===== config.mk =====
export PLATFORM = sky130hd
export DESIGN_NAME = calc_display_ctrl
export DESIGN_NICKNAME = d
export VERILOG_FILES = /design/src/rtl/calc_pkg.sv /design/src/rtl/display_scan.sv /design/src/rtl/calc_display_ctrl.sv
export SDC_FILE = /design/constraint.sdc
export NUM_CORES = 1
export LEC_CHECK = 0
export ABC_CLOCK_PERIOD_IN_PS = 2600
export BUFFER_PORTS_ARGS = -buffer_cell sky130_fd_sc_hd__buf_2
export CAP_MARGIN = 20
export CORE_MARGIN = 8
export CORE_UTILIZATION = 41
export CTS_BUF_LIST = sky130_fd_sc_hd__clkbuf_4
export DETAILED_ROUTE_END_ITERATION = 16
export PLACE_DENSITY = 0.63
export SYNTH_ARGS = -nofsm -noshare
export SYNTH_HDL_FRONTEND = slang
export SYNTH_SLANG_ARGS = --single-unit

===== constraint.sdc =====
create_clock -name clock -period 2.6 [get_ports clock]
set_clock_uncertainty 0.2 [all_clocks]
set_input_delay 0.13 -clock clock [delete_from_list [all_inputs] [get_ports clock]]
set_output_delay 0.13 -clock clock [all_outputs]
set_load 0.05 [all_outputs]

===== src/rtl/calc_pkg.sv =====
// Shared definitions for the calculator display controller.
//   cmd_op_t   : keypad/ALU command encoding
//   SEG_BLANK  : active-low pattern with every segment off
//   bcd_to_seg : BCD digit to active-low 7-segment pattern (bit0=a .. bit6=g)
package calc_pkg;

   typedef enum logic [1:0] {
      CMD_WRITE = 2'b00,
      CMD_PUSH  = 2'b01,
      CMD_BKSP  = 2'b10,
      CMD_CLEAR = 2'b11
   } cmd_op_t;

   localparam logic [6:0] SEG_BLANK = 7'h7F;

   function automatic logic [6:0] bcd_to_seg(input logic [3:0] d);
      logic [6:0] seg;
      unique case (d)
         4'd0:    seg = 7'h40;
         4'd1:    seg = 7'h79;
         4'd2:    seg = 7'h24;
         4'd3:    seg = 7'h30;
         4'd4:    seg = 7'h19;
         4'd5:    seg = 7'h12;
         4'd6:    seg = 7'h02;
         4'd7:    seg = 7'h78;
         4'd8:    seg = 7'h00;
         4'd9:    seg = 7'h10;
         default: seg = SEG_BLANK;
      endcase
      return seg;
   endfunction

endpackage


===== src/rtl/display_scan.sv =====
// Time-multiplexed scan driver for the digit displays.
//   clock, reset : system clock, synchronous active-high reset
//   seg_in       : N_DIGITS already-blanked active-low patterns
//   an_scan      : one-hot active-low digit select (registered)
//   seg_scan     : pattern of the selected digit (registered)
module display_scan #(
   parameter int unsigned N_DIGITS = 8,
   parameter int unsigned SCAN_DIV = 1000
) (
   input  logic                         clock,
   input  logic                         reset,
   input  logic [N_DIGITS-1:0][6:0]     seg_in,
   output logic [N_DIGITS-1:0]          an_scan,
   output logic [6:0]                   seg_scan
);
   import calc_pkg::*;

   localparam int unsigned CW = (SCAN_DIV > 1) ? $clog2(SCAN_DIV) : 1;
   localparam int unsigned IW = $clog2(N_DIGITS);

   logic [CW-1:0]       cnt_q, cnt_d;
   logic [IW-1:0]       idx_q, idx_d;
   logic [N_DIGITS-1:0] an_q;
   logic [6:0]          seg_q;

   always_comb begin
      cnt_d = cnt_q + CW'(1);
      idx_d = idx_q;
      if (cnt_q == CW'(SCAN_DIV - 1)) begin
         cnt_d = '0;
         idx_d = (idx_q == IW'(N_DIGITS - 1)) ? '0 : idx_q + IW'(1);
      end
   end

   // Outputs sample the current index and live patterns, so content edits show
   // up on the next cycle without disturbing the slot timing.
   always_ff @(posedge clock) begin
      if (reset) begin
         cnt_q <= '0;
         idx_q <= '0;
         an_q  <= '1;
         seg_q <= SEG_BLANK;
      end else begin
         cnt_q <= cnt_d;
         idx_q <= idx_d;
         an_q  <= ~(N_DIGITS'(1) << idx_q);
         seg_q <= seg_in[idx_q];
      end
   end

   assign an_scan  = an_q;
   assign seg_scan = seg_q;

endmodule


===== src/rtl/calc_display_ctrl.sv =====
// N-digit BCD display controller for the calculator.
//   clock, reset       : system clock, synchronous active-high reset
//   cmd_valid/op/pos/dig : one command per cycle (WRITE, PUSH, BACKSPACE, CLEAR)
//   cmd_err            : one-cycle pulse when the previous command was rejected
//   len                : count of significant digits entered via PUSH
//   seg_static         : all digits decoded in parallel, active-low
//   seg_scan, an_scan  : time-multiplexed scan bus
module calc_display_ctrl #(
   parameter int unsigned N_DIGITS = 8,
   parameter int unsigned SCAN_DIV = 1000,
   parameter bit          BLANK_LZ = 1'b1
) (
   input  logic                          clock,
   input  logic                          reset,
   input  logic                          cmd_valid,
   input  logic [1:0]                    cmd_op,
   input  logic [3:0]                    cmd_pos,
   input  logic [3:0]                    cmd_dig,
   output logic                          cmd_err,
   output logic [$clog2(N_DIGITS+1)-1:0] len,
   output logic [N_DIGITS-1:0][6:0]      seg_static,
   output logic [6:0]                    seg_scan,
   output logic [N_DIGITS-1:0]           an_scan
);
   import calc_pkg::*;

   localparam int unsigned LW = $clog2(N_DIGITS + 1);

   logic [N_DIGITS-1:0][3:0] digit_q, digit_d;
   logic [LW-1:0]            len_q, len_d;
   logic                     err_q, err_d;
   cmd_op_t                  op;

   assign op = cmd_op_t'(cmd_op);

   always_comb begin
      digit_d = digit_q;
      len_d   = len_q;
      err_d   = 1'b0;
      if (cmd_valid) begin
         unique case (op)
            CMD_WRITE: begin
               if (({1'b0, cmd_pos} < 5'(N_DIGITS)) && (cmd_dig < 4'd10)) begin
                  for (int i = 0; i < N_DIGITS; i++) begin
                     if (cmd_pos == 4'(i)) digit_d[i] = cmd_dig;
                  end
               end else begin
                  err_d = 1'b1;
               end
            end
            CMD_PUSH: begin
               if ((cmd_dig >= 4'd10) || (len_q == LW'(N_DIGITS))) begin
                  err_d = 1'b1;
               end else if (!((len_q == '0) && (cmd_dig == 4'd0))) begin
                  // A zero typed before any significant digit is absorbed.
                  digit_d = {digit_q[N_DIGITS-2:0], cmd_dig};
                  len_d   = len_q + LW'(1);
               end
            end
            CMD_BKSP: begin
               if (len_q != '0) begin
                  digit_d = {4'd0, digit_q[N_DIGITS-1:1]};
                  len_d   = len_q - LW'(1);
               end
            end
            CMD_CLEAR: begin
               digit_d = '0;
               len_d   = '0;
            end
            default: ;
         endcase
      end
   end

   always_ff @(posedge clock) begin
      if (reset) begin
         digit_q <= '0;
         len_q   <= '0;
         err_q   <= 1'b0;
      end else begin
         digit_q <= digit_d;
         len_q   <= len_d;
         err_q   <= err_d;
      end
   end

   // Walk from the most significant digit down; a digit is blanked while no
   // nonzero digit has been seen at or above it. Digit 0 always shows.
   always_comb begin
      logic seen;
      seen       = 1'b0;
      seg_static = '0;
      for (int i = N_DIGITS - 1; i >= 0; i--) begin
         seen = seen | (digit_q[i] != 4'd0);
         if (BLANK_LZ && (i != 0) && !seen) seg_static[i] = SEG_BLANK;
         else                               seg_static[i] = bcd_to_seg(digit_q[i]);
      end
   end

   display_scan #(
      .N_DIGITS (N_DIGITS),
      .SCAN_DIV (SCAN_DIV)
   ) u_scan (
      .clock    (clock),
      .reset    (reset),
      .seg_in   (seg_static),
      .an_scan  (an_scan),
      .seg_scan (seg_scan)
   );

   assign cmd_err = err_q;
   assign len     = len_q;

endmodule


# Yosys cells after proc, flatten, opt, wreduce, memory -nomap -nowiden
# Memories as Yosys holds them, arrays and structs flattened. A register that Yosys moved wholly into a read port is not among the register bits.
# Cells that the tools add are included.
# totals
regBits	65
latch_bits	0
ramBits	0
romBits	896
out_inout_bits	76
memories	8
# classes
addsub	4
multipliers	0
div_mod_pow	0
n_lt_le_gt_ge	4
n_eq_ne	25
shifts	1
muxes	46
bitwise	8
reduce_logical	27
# memory_table
memory	depth	word_bits	read_ports	rd_ports_with_merged_regs	write_ports	line_no	text
(no name shown)	16	7	1	1	0	calc_pkg.sv:18	unique case (d)
(no name shown)	16	7	1	1	0	calc_pkg.sv:18	
(no name shown)	16	7	1	1	0	calc_pkg.sv:18	
(no name shown)	16	7	1	1	0	calc_pkg.sv:18	
(no name shown)	16	7	1	1	0	calc_pkg.sv:18	
(no name shown)	16	7	1	1	0	calc_pkg.sv:18	
2 more memories	n/a	n/a	n/a	n/a	n/a	n/a	
# ops
op	n
$mux 32	4
$pmux 32 s4	1
$mux 4	27
$mux 7	8
$reduce_and 6->1	8
$reduce_bool 4->1	8
$ne 2x2->1 const B	12
$bmux 7 s3	1
$eq 4x3->1 const B	4
$logic_not 4->1	3
$pmux 4 s3	1
$add 10x1->10 const B	1
$eq 10x10->1 const B	1
$eq 4x2->1 const B	2
$lt 4x4->1 const B	2
$not 8->8	1
$shl 1x3->8 const A	1
$or 1x1->1	6
$reduce_and 5->1	1
$add 4x1->4 const B	1
$eq 2x2->1 const B	2
$eq 4x1->1 const B	1
$eq 4x4->1 const B	1
$ge 4x4->1 const B	1
other kinds (14)	17

# Depth between registers and ports, before layout
# logic_depth
word_depth	10
depth_mapped	14
ltp_nobuf	11

# Modules after synthesis
# From an unflattened synthesis, not the netlist that was laid out.
# hier_totals
hier_cells	895
hier_area_um2	7601.0
# by_module_without_submodules
mod	n_inst	cells_each	area_per_inst_um2	seq_area_each_um2
calc_display_ctrl	1	771	6125.9	1861.8
display_scan	1	124	1475.2	560.5

# Worst setup path after synthesis
# OpenSTA, ideal clock, no wires.
# synth_timing
path_type	reg-to-reg
startpoint	register len_q[0] (netlist: len[0])
endpoint	register (tool-made name)
setup_time_ns	0.115
t_arrival_ns	2.817
t_required_ns	2.285
setup_slack_ns	-0.531
stages_incl_launch_ff	12
path_buffers	2
synth_period_minus_slack_ns	3.131
cell_sequence	dfxtp_1 -> nor3_1 -> a21oi_1 -> o211a_4 -> buf_6 -> buf_4 -> a21oi_1 -> a311oi_2 -> inv_1 -> ha_1 -> nor2_1 -> o21a_1
# synth_lines
element	line_no	text
from (decl)	calc_display_ctrl.sv:30	logic [LW-1:0] len_q, len_d;
from (signal assigned)	calc_display_ctrl.sv:82	len_q <= len_d;

==> qor.yml <==
run_status: "finished, violations left"
violations: "setup timing"
start_kind: "flop"
syn_inst: 891
top_level_ports: 89
drt-initial-drc-count: 501
final_area_mm2: 0.009817
syn2layout_area_growth_pct: 33.28
dpl_worst_slack_ns: -0.08110
die-area_mm2: 0.02251
finalHoldViolations: 0
seq_area_mm2: 0.002442
slew_headroom_pct: 60.89
initial_core_util_pct: 41.43
dp.cells: 1261
setup_slack_ns: -0.07738
syn_area_mm2: 0.007366
hold_class: "in -> reg"
power_density_mw_per_mm2: 726.5
fp.dieW_um: 150.0
final_layout_size_suffix_gt1_share_pct: 33.73
yosys_register_bits: 121
gp_congestion: 0.8891
yosys.area.top_type: "dfxtp_1"
syn_area_per_cell_um2: 8.267
wl_per_cell_um: 17.19
fin_cells: 1322
critical_path_peak_fanout: 7
grt_pass1_wl_um: 35670
ys.flop_type: "dfxtp_1"
clkTransAtPathRegs_ns: 0.12
end_kind: "output pin"
synth_top_area_share_pct: 32.89
cts_sinks: 121
gr-total-overflow: 0
drtAntennaViolNets: 0
vias: 7241
fin_crit_ns: 2.677
routed_wl_um: 22730
max_stage_delay_ns: 0.38
viasPerCell: 5.477
whs_ns: 0.04275
track_usage_pct: 20.12
cts-buffers-inserted: 17
fin_util_pct: 55.21
whs_endpoint: "digit_q[12]$_SDFFE_PP0N_"
pwr-share-seq_pct: 30.3
yosys.cell_count.top_type: "dfxtp_1"
clock-root-buffer: "clkbuf_4"
power_frac_comb_pct: 48.8
die_h_um: 150.0
hold_depth: 5
nets: 1141
fin_crit_sh_pct: 103.0
grt_antenna_before_repair: 1
std_cell_rows: 49
multiInputGateArea_mm2: 0.005006
ys.warnings.count: 0
drv_slew: 0
setup-tns-final_ns: -0.5973
rr_worst_depth: 10
clk_latency_ns: 0.57
synth_nets: 954
switching_share_pct: 44.37
crit_chain: "nor4_4 -> nand3_2 -> nor3_4 -> nand3_4 -> nand2b_4 -> buf_8"
h-tree-depth: 4
yosysSeqAreaShare_pct: 32.89
required_ns: 2.27
synth_area_leaders: "dfxtp_1, ha_1, a21oi_1"
core_area_mm2: 0.01778
hold_start: "cmd_pos[0]"
tightest_slew_ns: 0.5845
p_total_mw: 7.132
grt_pass1_vias: 6865
switching_power_mw: 3.164
dr.pass1.iters: 5
portBuffers: 88
synth.distinct_cells: 76
hpwl_um: 16770
critPathArrivalTime_ns: 2.35
synth_edf_count: 0
rrSetupSlack_ns: 0.05
synth_common_cells: "dfxtp_1, nor2_1, a21oi_1"
clock_path_buffers: 2
timing.rr.start: "len[1]$_SDFFE_PP0P_"
p_clk_share_pct: 20.9
cellLeakagePower_nw: 4.236
cap_violations: 0
critical-path-slowest-cell: "dfxtp_4"
max_freq_ghz: 0.3735
grt_max_degree: 64
async_flop_share_pct: 0
internal-power_mw: 3.968
irDropWorstVdd_v: 0.0005172
place_area_mm2: 0.008648
path_class: "reg -> out"
cts_tree: "done"
rsz0062_at_grt: "true"
drc: 0
setup-violations-final: 14
nFillCells: 1674
-- per-layer routing --
layer	vias up	share of wire [%]	track usage, %
met5	-	0	0
met4	0	3.5	8.896
met3	52	6.5	4.748
met2	274	46	32.32
met1	3372	44	25.20
li1	3543	-	-
-- layout by cell type, fill, tap and decap left out, types with 6 or more instances in the layout --
cell and count:
buf_4 110, a31oi_1 14, buf_2 52, ha_1 48
mux2_2 8, nor2b_1 11, o21ai_0 42, nand2b_4 14
dlygate4sd3_1 9, o22ai_1 12, a21o_1 12, nor2_1 91
clkbuf_4 23, nand2b_1 26, nor2_2 6, or2_2 33
a2bb2oi_1 7, and3_1 8, buf_6 13, buf_8 16
dfxtp_1 115, a22oi_1 7, mux2i_1 29, o21a_1 15
o211ai_1 17, inv_2 7, nand3_1 11, nand2_1 68
inv_1 27, nor3_1 9, or3_1 8, a21oi_1 75
-- power groups by stage --
| stage | registers, mW | logic (mW) | clock network [mW] |
|---|---|---|---|
| after detailed placement | 2.19 | 2.90 | 0 |
| final | 2.16 | 3.48 | 1.49 |
| after CTS | 2.15 | 3.07 | 1.52 |
| after floorplan | 2.30 | 1.96 | 0 |
| after global routing | 2.18 | 3.68 | 1.60 |
| after global placement | 2.18 | 2.88 | 0 |
-- repair_timing --
item | CTS | global route
gates cloned | 1 | 1
hold buffers | 9 | 0
resized for setup | 46 | 115
endpoints found under the setup margin | 32 | 80
pin swaps | 4 | 15
hold endpoints to repair | 34 | 0
buffers inserted | 1 | 16
-- worst max-delay path: cells and delay by family, from the launching register on --
kind,cells,cell delay (ns)
and+or+nand+nor,5,1.25
DFF,1,0.38
buffers and inverters,1,0.15
-- worst max-delay path by stage --
stage,from,end,slack [ns],cells past startpoint
3_5_place_dp,cmd_op[1],seg_static[4]$_DFF_P_,-0.08,11
5_1_grt,digit_q[28]$_SDFFE_PP0N_,seg_static[9],-0.21,6
4_1_cts,digit_q[31]$_SDFFE_PP0N_,seg_static[8],-0.06,6
2_1_floorplan,digit_q[28]$_SDFFE_PP0N_,u_scan.seg_scan[6]$_SDFF_PP1_,-0.05,7
6_report,digit_q[28]$_SDFFE_PP0N_,seg_static[8],-0.08,6
3_3_place_gp,cmd_op[1],flop,-0.02,11
-- kinds of logic (layout without fill, tap and decap cells) --
| group | after synthesis | count (layout) | share of synthesized area (%) |
|---|---|---|---|
| AOI/OAI and AO/OA | 252 | 254 | 22.83 |
| xor gates and xnor gates | 9 | 9 | 1.070 |
| adders and majority gates | 50 | 50 | 8.595 |
| buffers and inverters | 77 | 275 | 4.637 |
| DFF | 121 | 121 | 32.89 |
| muxes | 40 | 40 | 5.674 |
| other | 0 | 2 | 0 |
| and+or+nand+nor | 342 | 342 | 24.31 |
-- area by class of cell --
cell class | instances | area share [%]
Sequential cell | 121 | 24.88
Multi-Input combinational cell | 695 | 50.99
Timing Repair Buffer | 207 | 16.58
Tap cell | 229 | 2.919
Inverter | 36 | 1.427
Antenna cell | 2 | 0.05098
Clock buffer | 17 | 1.300
Clock inverter | 15 | 1.848
(Power assumes the default switching activity.)
